==> src/rtl/contador_mod_updown_pkg.sv <==
// rtl/contador_mod_updown_pkg.sv - shared direction and saturation-mode constants
package contador_mod_updown_pkg;

  localparam logic DIR_UP   = 1'b1;
  localparam logic DIR_DOWN = 1'b0;

  localparam int SAT_WRAP = 0;
  localparam int SAT_HOLD = 1;

endpackage

==> src/rtl/contador_mod_updown.sv <==
// rtl/contador_mod_updown.sv - modulo-N up/down counter with clear, load, cascade carry and wrap/load-error pulses
module contador_mod_updown
  import contador_mod_updown_pkg::*;
#(
  parameter int WIDTH    = 4,
  parameter int MODULUS  = 6,
  parameter int SATURATE = SAT_WRAP
) (
  input  logic             clock,
  input  logic             reset,
  input  logic             clr,
  input  logic             ld,
  input  logic             ent,
  input  logic             enp,
  input  logic             up,
  input  logic [WIDTH-1:0] D,
  output logic [WIDTH-1:0] Q,
  output logic             rco,
  output logic             wrap,
  output logic             load_err
);

  if (MODULUS < 2 || MODULUS > (2 ** WIDTH)) begin : g_bad_modulus
    $fatal(1, "contador_mod_updown: MODULUS=%0d outside 2..2**WIDTH (WIDTH=%0d)", MODULUS, WIDTH);
  end

  localparam logic [WIDTH-1:0] MAX_Q  = WIDTH'(MODULUS - 1);
  localparam logic [WIDTH-1:0] ZERO_Q = '0;
  localparam logic             HOLD   = (SATURATE == SAT_HOLD);

  // Initialisers give a defined count at time zero, before the first reset edge.
  logic [WIDTH-1:0] q_q        = '0;
  logic             wrap_q     = 1'b0;
  logic             load_err_q = 1'b0;

  logic [WIDTH-1:0] q_d;
  logic             wrap_d;
  logic             load_err_d;
  logic             at_tc;

  always_comb begin
    at_tc = (up == DIR_UP) ? (q_q == MAX_Q) : (q_q == ZERO_Q);
    rco   = ent & at_tc;
  end

  always_comb begin
    q_d        = q_q;
    wrap_d     = 1'b0;
    load_err_d = 1'b0;
    if (!clr) begin
      q_d = '0;
    end else if (!ld) begin
      // Out-of-range loads clamp to the top of the range and flag the error.
      if (D > MAX_Q) begin
        q_d        = MAX_Q;
        load_err_d = 1'b1;
      end else begin
        q_d = D;
      end
    end else if (ent && enp) begin
      if (up == DIR_UP) begin
        if (q_q == MAX_Q) begin
          if (!HOLD) begin
            q_d    = '0;
            wrap_d = 1'b1;
          end
        end else begin
          q_d = q_q + 1'b1;
        end
      end else begin
        if (q_q == ZERO_Q) begin
          if (!HOLD) begin
            q_d    = MAX_Q;
            wrap_d = 1'b1;
          end
        end else begin
          q_d = q_q - 1'b1;
        end
      end
    end
  end

  always_ff @(posedge clock) begin
    if (reset) begin
      q_q        <= '0;
      wrap_q     <= 1'b0;
      load_err_q <= 1'b0;
    end else begin
      q_q        <= q_d;
      wrap_q     <= wrap_d;
      load_err_q <= load_err_d;
    end
  end

  assign Q        = q_q;
  assign wrap     = wrap_q;
  assign load_err = load_err_q;

endmodule

==> config.mk <==
export PLATFORM = sky130hd
export DESIGN_NAME = contador_mod_updown
export DESIGN_NICKNAME = d
export VERILOG_FILES = /design/src/rtl/contador_mod_updown_pkg.sv /design/src/rtl/contador_mod_updown.sv
export SDC_FILE = /design/constraint.sdc
export NUM_CORES = 1
export LEC_CHECK = 0
export ABC_AREA = 1
export BUFFER_PORTS_ARGS = -buffer_cell sky130_fd_sc_hd__buf_2
export CAP_MARGIN = 20
export CELL_PAD_IN_SITES_DETAIL_PLACEMENT = 0
export CELL_PAD_IN_SITES_GLOBAL_PLACEMENT = 1
export CORE_MARGIN = 5
export CORE_UTILIZATION = 28
export DETAILED_ROUTE_END_ITERATION = 12
export PLACE_DENSITY = 0.78
export SLEW_MARGIN = 40
export SYNTH_ARGS = -nofsm -noshare
export SYNTH_HDL_FRONTEND = slang
export SYNTH_SLANG_ARGS = --single-unit
export TNS_END_PERCENT = 30
==> constraint.sdc <==
create_clock -name clock -period 1.1 [get_ports clock]
set_input_delay 0.11 -clock clock [delete_from_list [all_inputs] [get_ports clock]]
set_output_delay 0.11 -clock clock [all_outputs]
set_load 0.02 [all_outputs]
==> reports/qor.yml, run 1 <==
outcome: "finished with violations"
violations: "negative setup slack"
synth_top_area_share_pct: 29.0
coreArea_um2: 1350
grt_use_met3_pct: 1.83
die_y_um: 48.5
synth.distinct_cells: 17
synth_top_family_by_area: "simple AND/OR/NAND/NOR gates"
r2r_setup_slack_ns: -0.05
yosys.area.top_type: "dfxtp_1"
rsz0062_at_grt: "yes"
num-fill-cells: 143
cts_tree: "yes"
synthSimpleGateAreaFrac_pct: 43.2
syn_avg_cell_area_um2: 5.92
period_share_pct: 125
finalNonFillerCells: 121
cts_htree_levels: 1
grt_overflow: 0
synth_mux_area_share_pct: 0
design.die.area_um2: 2350
firstDrtPassIters: 4
grt_max_degree: 6
finalWirelength_um: 1210
leakage_nw: 0.372
ir_drop_mv: 0.465
synth_fa_ha_area_share_pct: 0
dieWidth_um: 48.5
syn-num-nets: 81
grtUsageMet1_pct: 12.4
ys_warn_count: 0
hold_buffers: 0
fin_crit_ns: 1.38
dp.cells: 114
syn_area_um2: 414
grtUsageMet2_pct: 18.9
hold_slack_ns: 0.0865
wl_per_cell_um: 9.96
worst_setup_path_start_kind: "register"
yosysSeqAreaShare_pct: 29.0
synth_compound_area_share_pct: 15.1
path_clk_slew_ns: 0.05
diodes: 0
utilization_pct: 51.9
synth_cells: 70
ctsRootBufferMaster: "clkbuf_4"
synth_xor_area_share_pct: 0
final_common_cell: "buf_2"
p_per_area_nw_per_um2: 852
relSlewSlack_pct: 85.6
port_buffers: 17
post-place-ws_ns: -0.0729
clkLatencyLatePin_ns: 0.24
maxCapViolCount: 0
crit_required_ns: 0.99
clockBufferDepth: 2
hold_violations: 0
cp_max_fo: 4
criticalPathCategory: "reg -> out"
layout_common_cells: "16 x buf_2, 15 x buf_4, 14 x nand2_1"
detail-route-antenna-nets: 0
clock_skew_ns: 0.0106
cts_made_buffers: 3
hp-class: "in -> reg"
fin_setup_tns_ns: -0.321
worstPathArrival_ns: 1.27
grt_pass1_vias: 526
track_usage_pct: 10.4
worstSetupEndpointType: "output port"
drc: 0
fmax_mhz: 727
top_usage_layer: "met2"
finalSetupViolations: 2
syn_to_final_growth_pct: 69.2
antenna_found_initial: 0
slew_violations: 0
vias: 554
ys_ff_latch: 6
fin_nets: 118
row_count: 13
grt_pass1_wl_um: 2070
worst_pin_slew_ns: 0.215
io_pins: 18
hpwl_um: 955
synth_area_leaders: "dfxtp_1 29%, nand2_1 15%, nand3_1 9.7%, nor2_1 8.2%, inv_1 7.3%"
setup_ws_ns: -0.275
place_congestion: 0.800
drt-initial-drc-count: 4
vias_per_cell: 4.58
drive_above_1_share_pct: 52.8
initial_core_util_pct: 30.7
clock-sinks: 6
-- cell usage after synthesis --
master,count
nor3_1,3
o21ai_1,1
o21ai_0,2
nor2_4,1
nand2_1,16
nand4_1,1
or2_1,1
a21oi_1,3
a31oi_1,1
nor2_1,9
clkinv_1,1
a21oi_2,3
nand3_1,8
dfxtp_1,6
nand2_2,1
inv_1,8
inv_2,5
-- registers in the layout, summed over array words and instances (netlist names) --
| name | flops |
|---|---|
| Q | 4 |
| load_err | 1 |
| wrap | 1 |
-- final timing paths --
check,depth (start not counted),start,endpoint
hold / removal,2,ld,load_err
setup / recovery,4,Q[2],rco
setup reg to reg,8,Q[0],Q[1]
hold reg to reg,3,Q[3],Q[3]
-- logic make-up (layout without fill, tap and decap cells) --
family,after synthesis,in the layout
AO/OA/AOI/OAI,10,10
AND/OR/NAND/NOR,40,40
buffers and inverters,14,50
flip-flops,6,6
-- metrics by stage --
step | instance area, µm² | power, mW
final | 701 | 0.597
after floorplan | 435 | 0.300
after global placement | 629 | 0.369
after detailed placement | 629 | 0.369
after CTS | 696 | 0.601
after global routing | 701 | 0.629
-- routing by layer --
metal  routed length [µm]  share of wire (%)
met5                    0                  0
met4                    0                  0
met3                   80                6.6
met2                  606                 50
met1                  519                 43
-- what timing repair did --
| item | 4_1_cts | 5_1_grt |
|---|---|---|
| gates resized for setup | 7 | 2 |
| setup buffers | 3 | 0 |
| endpoints found under the setup margin | 2 | 4 |
| pin swaps | 5 | 1 |
-- layout make-up --
type / instances / area (µm²) / share of cell area [%]
clock buffers: 4 / 26.3 / 3.75
inverters: 14 / 53.8 / 7.68
multi-input cells: 50 / 268 / 38.2
flip-flops and latches: 6 / 130 / 18.6
well taps: 15 / 18.8 / 2.68
repair buffers: 32 / 204 / 29.1
-- power breakdown --
part | leakage [nW] | internal, mW | switching, mW
Combinational | 0.306 | 0.0698 | 0.0812
Sequential | 0.0512 | 0.222 | 0.00574
Clock | 0.0150 | 0.137 | 0.0804
-- critical path, stage by stage (launching register included) --
cell	delay (ns)
dfxtp_4	0.36
nand4_1	0.13
or2_4	0.28
a21oi_4	0.12
buf_6	0.13
Note: power is estimated with default switching activity, not from simulation.
==> run 2, diff against run 1 <==
--- a/config.mk
+++ b/config.mk
@@ -11,9 +11,9 @@
 export CELL_PAD_IN_SITES_DETAIL_PLACEMENT = 0
 export CELL_PAD_IN_SITES_GLOBAL_PLACEMENT = 1
 export CORE_MARGIN = 5
-export CORE_UTILIZATION = 28
+export CORE_UTILIZATION = 30
 export DETAILED_ROUTE_END_ITERATION = 12
-export PLACE_DENSITY = 0.78
+export PLACE_DENSITY = 0.83
 export SLEW_MARGIN = 40
 export SYNTH_ARGS = -nofsm -noshare
 export SYNTH_HDL_FRONTEND = slang
==> constraint.sdc (replaced) <==
create_clock -name clock -period 1.7 [get_ports clock]
set_input_delay 0.17 -clock clock [delete_from_list [all_inputs] [get_ports clock]]
set_output_delay 0.17 -clock clock [all_outputs]
set_load 0.02 [all_outputs]
==> run 2 against run 1 <==
Compared with the run above:
- the run now ends clean
- setup slack gained 0.43 ns
- sequential cell count is the same
- core utilization shrank 10 points
- global-route usage grew 0.17 points
- total power shrank 41%
- largest cell class unchanged
==> reports/qor.yml, run 2 (synthesis gave the netlist of run 1 again) <==
syn_to_final_growth_pct: 30.5
finalSetupViolations: 0  # -2
layout_common_cells: "17 x buf_2, 16 x nand2_1, 9 x nor2_1"
hpwl_um: 863  # -9.6%
power_frac_seq_pct: 42.6  # +4.4 points
antenna_found_initial: 0  # unchanged
fin_crit_ns: 1.54
clkLatencyLatePin_ns: 0.25  # about the same
hp-start: "ld"
hold_violations: 0  # unchanged
fmax_mhz: 649
hold_buffers: 0  # unchanged
grt_overflow: 0  # unchanged
critical-path-max-stage-delay_ns: 0.43  # +0.07 ns
worst_setup_path_start_kind: "register"
drc: 0  # unchanged
initial_core_util_pct: 31.8  # +1.2 points
slowest_stage: "dfxtp_1"
power.total_mw: 0.352  # -41%
maxCapViolCount: 0  # unchanged
grt_max_degree: 7  # +1
critPathBufInv: 1  # unchanged
diodes: 0  # unchanged
rsz0062_at_grt: "no"
ctsRootBufferMaster: "clkbuf_4"
cts_htree_levels: 1  # unchanged
slew_violations: 0  # unchanged
worstHoldPathCells: 2  # unchanged
grt_pass1_vias: 421  # -20%
drt-initial-drc-count: 11  # +7
largest_reg_flops: 4  # unchanged
io_pins: 18  # unchanged
firstDrtPassIters: 4  # unchanged
dieWidth_um: 47.2  # -2.7%
reg2reg_to: "Q[2]"
ff2ff_path_depth: 6  # -2
p_per_area_nw_per_um2: 652  # -23%
hold_path_end: "load_err"
port_buffers: 17  # unchanged
place_congestion: 0.781  # -2.3%
r2r_start: "Q[0]"
criticalPathCategory: "reg -> out"
cts_made_buffers: 3  # unchanged
die_y_um: 47.2  # -2.7%
worst_pin_slew_ns: 0.217  # +0.00206 ns
cp_cell_sequence: "nand4_1, or2_1, a21oi_1, buf_2"
finalWirelength_um: 1000  # -17%
vias_per_cell: 4.73  # +3.4%
clockBufferDepth: 2  # unchanged
coreArea_um2: 1300  # -3.6%
vias: 497  # -10%
post_cts_resize_count: 0  # -7
cts_tree: "yes"
fin_nets: 103  # -13%
clock-sinks: 6  # unchanged
p_int_mw: 0.251  # -42%
p_clk_share_pct: 38.2  # +1.7 points
fin_setup_tns_ns: 0  # +0.321 ns
p_comb_share_pct: 19.2  # -6.1 points
r2r_setup_slack_ns: 0.65  # +0.70 ns
ir_drop_mv: 0.289  # -38%
path_delay_family: "flip-flops"
detail-route-antenna-nets: 0  # unchanged
crit_required_ns: 1.53  # +0.54 ns
path_clk_slew_ns: 0.05  # about the same
design.die.area_um2: 2220  # -5.3%
relSlewSlack_pct: 85.4  # -0.14 points
worstSetupEndpointType: "output port"
post_cts_buffers: 0  # -3
period_share_pct: 90.7
drive_above_1_share_pct: 33.3  # -19 points
leakage_nw: 0.276  # -26%
worstPathArrival_ns: 1.37  # +0.10 ns
grt_pass1_wl_um: 1600  # -23%
hp-class: "in -> reg"
cp_max_fo: 6  # +2
row_count: 13  # unchanged
wl_per_cell_um: 9.55  # -4.1%
swShare_pct: 28.9  # +0.85 points
outcome: "finished clean"
final_common_cell: "buf_2"
track_usage_pct: 10.6  # +0.17 points
power.net_switching_mw: 0.102  # -39%
clock_skew_ns: 0.00428  # -0.00637 ns
## run 2: cell types whose count changed in the layout (fill, tap and decap cells not counted), moves of 2 or more
cell / change
dfxtp_1: +4
dfxtp_2: -2
nand2_1: +2
buf_4: -15
dfxtp_4: -2
## run 2: final cells by class
class	count	area (µm²)
fill	165	761
multi-input combinational	50	241
sequential	6	120
timing repair buffer	17	85.1
inverter	14	52.6
clock buffer	3	22.5
tap	15	18.8
## run 2: how the worst max path moves through the flow
stage,from,endpoint,slack (ns),cells after the start
3_5_place_dp,Q[2],rco,0.42,4
5_1_grt,Q[0],rco,0.05,6
2_1_floorplan,Q[0],rco,0.30,3
4_1_cts,Q[0],rco,0.15,4
3_3_place_gp,Q[2],rco,0.40,4
6_report,Q[0],rco,0.16,4
## run 2: per-layer routing
metal  global-route usage, %  part of all wire (%)  vias to the layer above
met1                    13.2                    45                      210
li1                        -                     -                      261
met3                    2.30                   8.9                        5
met4                    8.29                   3.6                        0
met5                       0                     0                        -
met2                    15.7                    43                       21
## run 2: stage by stage
stage | std cells | instance area [µm²] | setup WS [ns] | utilization [%] | hold slack [ns]
4_1_cts | 105 | 541 | 0.153 | 41.5 | 0.131
3_5_place_dp | 102 | 518 | 0.420 | 39.8 | 0.391
5_1_grt | 105 | 541 | 0.0494 | 41.5 | 0.139
2_1_floorplan | 70 | 414 | 0.302 | - | 0.242
6_report | 105 | 541 | 0.158 | 41.5 | 0.134
3_3_place_gp | 102 | 518 | 0.401 | 39.8 | 0.393
## run 2: power groups by stage
stage          Sequential, mW  Clock (mW)  Combinational [mW]
2_1_floorplan           0.157           0              0.0356
3_3_place_gp            0.152           0              0.0682
3_5_place_dp            0.153           0              0.0680
4_1_cts                 0.150       0.139              0.0682
5_1_grt                 0.150       0.145              0.0760
6_report                0.150       0.135              0.0676
## run 2: worst reg2reg max path, delay by kind of cell (launching register included)
kind	cells	cell delay [ns]
DFF	1	0.43
and+or+nand+nor	4	0.34
AOI/OAI and AO/OA	1	0.14
buffers and inverters	1	0.07
==> run 3, diff against run 2 <==
--- a/config.mk
+++ b/config.mk
@@ -10,7 +10,7 @@
 export CAP_MARGIN = 20
 export CELL_PAD_IN_SITES_DETAIL_PLACEMENT = 0
 export CELL_PAD_IN_SITES_GLOBAL_PLACEMENT = 1
-export CORE_MARGIN = 5
+export CORE_MARGIN = 2
 export CORE_UTILIZATION = 30
 export DETAILED_ROUTE_END_ITERATION = 12
 export PLACE_DENSITY = 0.83
==> run 3 against run 2 <==
Compared with the run above:
- sequential power hardly changed
- first-iteration DRC count is 64% lower
- critical endpoint unchanged
- clock-buffer cell count stayed put
- via count is 2.8% lower
- critical path type unchanged
- register-to-register slack hardly changed
- wire length is 8.4% lower
- setup slack better by 0.019 ns
- final area stayed put
- largest power group unchanged
==> reports/qor.yml, run 3 (synthesis gave the netlist of run 1 again) <==
outcome: "finished clean"
vias_per_cell: 4.60  # -2.8%
power.total_mw: 0.345  # -2.0%
rsz0062_at_grt: "no"
die_y_um: 41.2  # -13%
vias: 483  # -2.8%
drive_above_1_share_pct: 33.3  # unchanged
period_share_pct: 89.6  # -1.1 points
dp.cells: 102  # unchanged
initial_core_util_pct: 31.8  # unchanged
path_clk_slew_ns: 0.05  # about the same
clock_skew_ns: 0.00485  # +0.000574 ns
diodes: 0  # unchanged
worst_setup_path_start_kind: "register"
crit_required_ns: 1.53  # about the same
hp-class: "in -> reg"
clockBufferDepth: 2  # unchanged
cp_max_fo: 6  # unchanged
ctsRootBufferMaster: "clkbuf_4"
leakage_nw: 0.276  # unchanged
largest_reg_flops: 4  # unchanged
io_pins: 18  # unchanged
fin_setup_tns_ns: 0  # unchanged
firstDrtPassIters: 4  # unchanged
post_cts_resize_count: 0  # unchanged
ir_drop_mv: 0.397  # +37%
place_congestion: 0.794  # +1.7%
drt-initial-drc-count: 4  # -7
hold_buffers: 0  # unchanged
antenna_found_initial: 0  # unchanged
hold_violations: 0  # unchanged
coreArea_um2: 1300  # unchanged
drc: 0  # unchanged
final_common_cell: "buf_2"
layout_common_cells: "17 x buf_2, 16 x nand2_1, 9 x nor2_1"
fin_nets: 103  # unchanged
cts_tree: "yes"
wl_per_cell_um: 8.75  # -8.4%
worstSetupEndpointType: "output port"
slew_violations: 0  # unchanged
grt_pass1_vias: 427  # +1.4%
fin_crit_ns: 1.52  # -0.0192 ns
track_usage_pct: 14.7  # +4.1 points
finalSetupViolations: 0  # unchanged
grt_max_degree: 7  # unchanged
hold_slack_ns: 0.147  # +0.0121 ns
grt_overflow: 0  # unchanged
finalWirelength_um: 919  # -8.4%
row_count: 13  # unchanged
syn_to_final_growth_pct: 30.5  # unchanged
p_per_area_nw_per_um2: 639  # -2.0%
finalNonFillerCells: 105  # unchanged
cts_htree_levels: 1  # unchanged
dieWidth_um: 41.2  # -13%
grt_pass1_wl_um: 1590  # -0.44%
worst_pin_slew_ns: 0.221  # +0.00371 ns
criticalPathCategory: "reg -> out"
post_cts_buffers: 0  # unchanged
design.die.area_um2: 1690  # -24%
clock-sinks: 6  # unchanged
port_buffers: 17  # unchanged
maxCapViolCount: 0  # unchanged
worstPathArrival_ns: 1.35  # -0.02 ns
fmax_mhz: 657  # +1.3%
hpwl_um: 790  # -8.6%
cts_made_buffers: 3  # unchanged
detail-route-antenna-nets: 0  # unchanged
relSlewSlack_pct: 85.2  # -0.25 points
clkLatencyLatePin_ns: 0.24  # about the same
-- run 3: cell counts in the layout (fill, tap and decap cells not counted) --
No cell type changed its count.
-- run 3: cell type report --
class                      instances  area [µm²]
fill                             157         761
timing repair buffer              17        85.1
tap                               15        18.8
sequential                         6         120
inverter                          14        52.6
multi-input combinational         50         241
clock buffer                       3        22.5
-- run 3: metrics by stage --
step | setup slack [ns] | util, % | instance area (µm²)
floorplan | 0.302 | - | 414
global placement | 0.403 | 39.8 | 518
detailed placement | 0.425 | 39.8 | 518
CTS | 0.160 | 41.5 | 541
global route | 0.0310 | 41.5 | 541
finish | 0.178 | 41.5 | 541
-- run 3: worst max-delay path: stages, from the launching register on --
cell	delay, ns
dfxtp_1	0.42
nand4_1	0.15
or2_1	0.25
a21oi_1	0.12
buf_2	0.17
-- run 3: final timing paths --
kind / endpoint / from / slack (ns) / depth (start not counted)
worst max-delay path: rco / Q[2] / 0.18 / 4
worst min-delay path: load_err / ld / 0.15 / 2
worst min register to register: Q[3] / Q[3] / 0.51 / 2
worst max register to register: Q[2] / Q[0] / 0.65 / 6
-- run 3: power by group --
part	total [mW]	switching (mW)	internal, mW
combinational	0.0671	0.0417	0.0255
sequential	0.150	0.00478	0.145
clock	0.128	0.0487	0.0797
-- run 3: metal layers --
layer / global-route usage (%) / routed length (µm) / vias up / part of all wire, %
met5: 0 / 0 / - / 0
met4: 12.1 / 11 / 0 / 1.2
met3: 1.63 / 68 / 2 / 7.4
met2: 22.7 / 423 / 18 / 46
met1: 18.2 / 416 / 198 / 45
li1: - / - / 265 / -
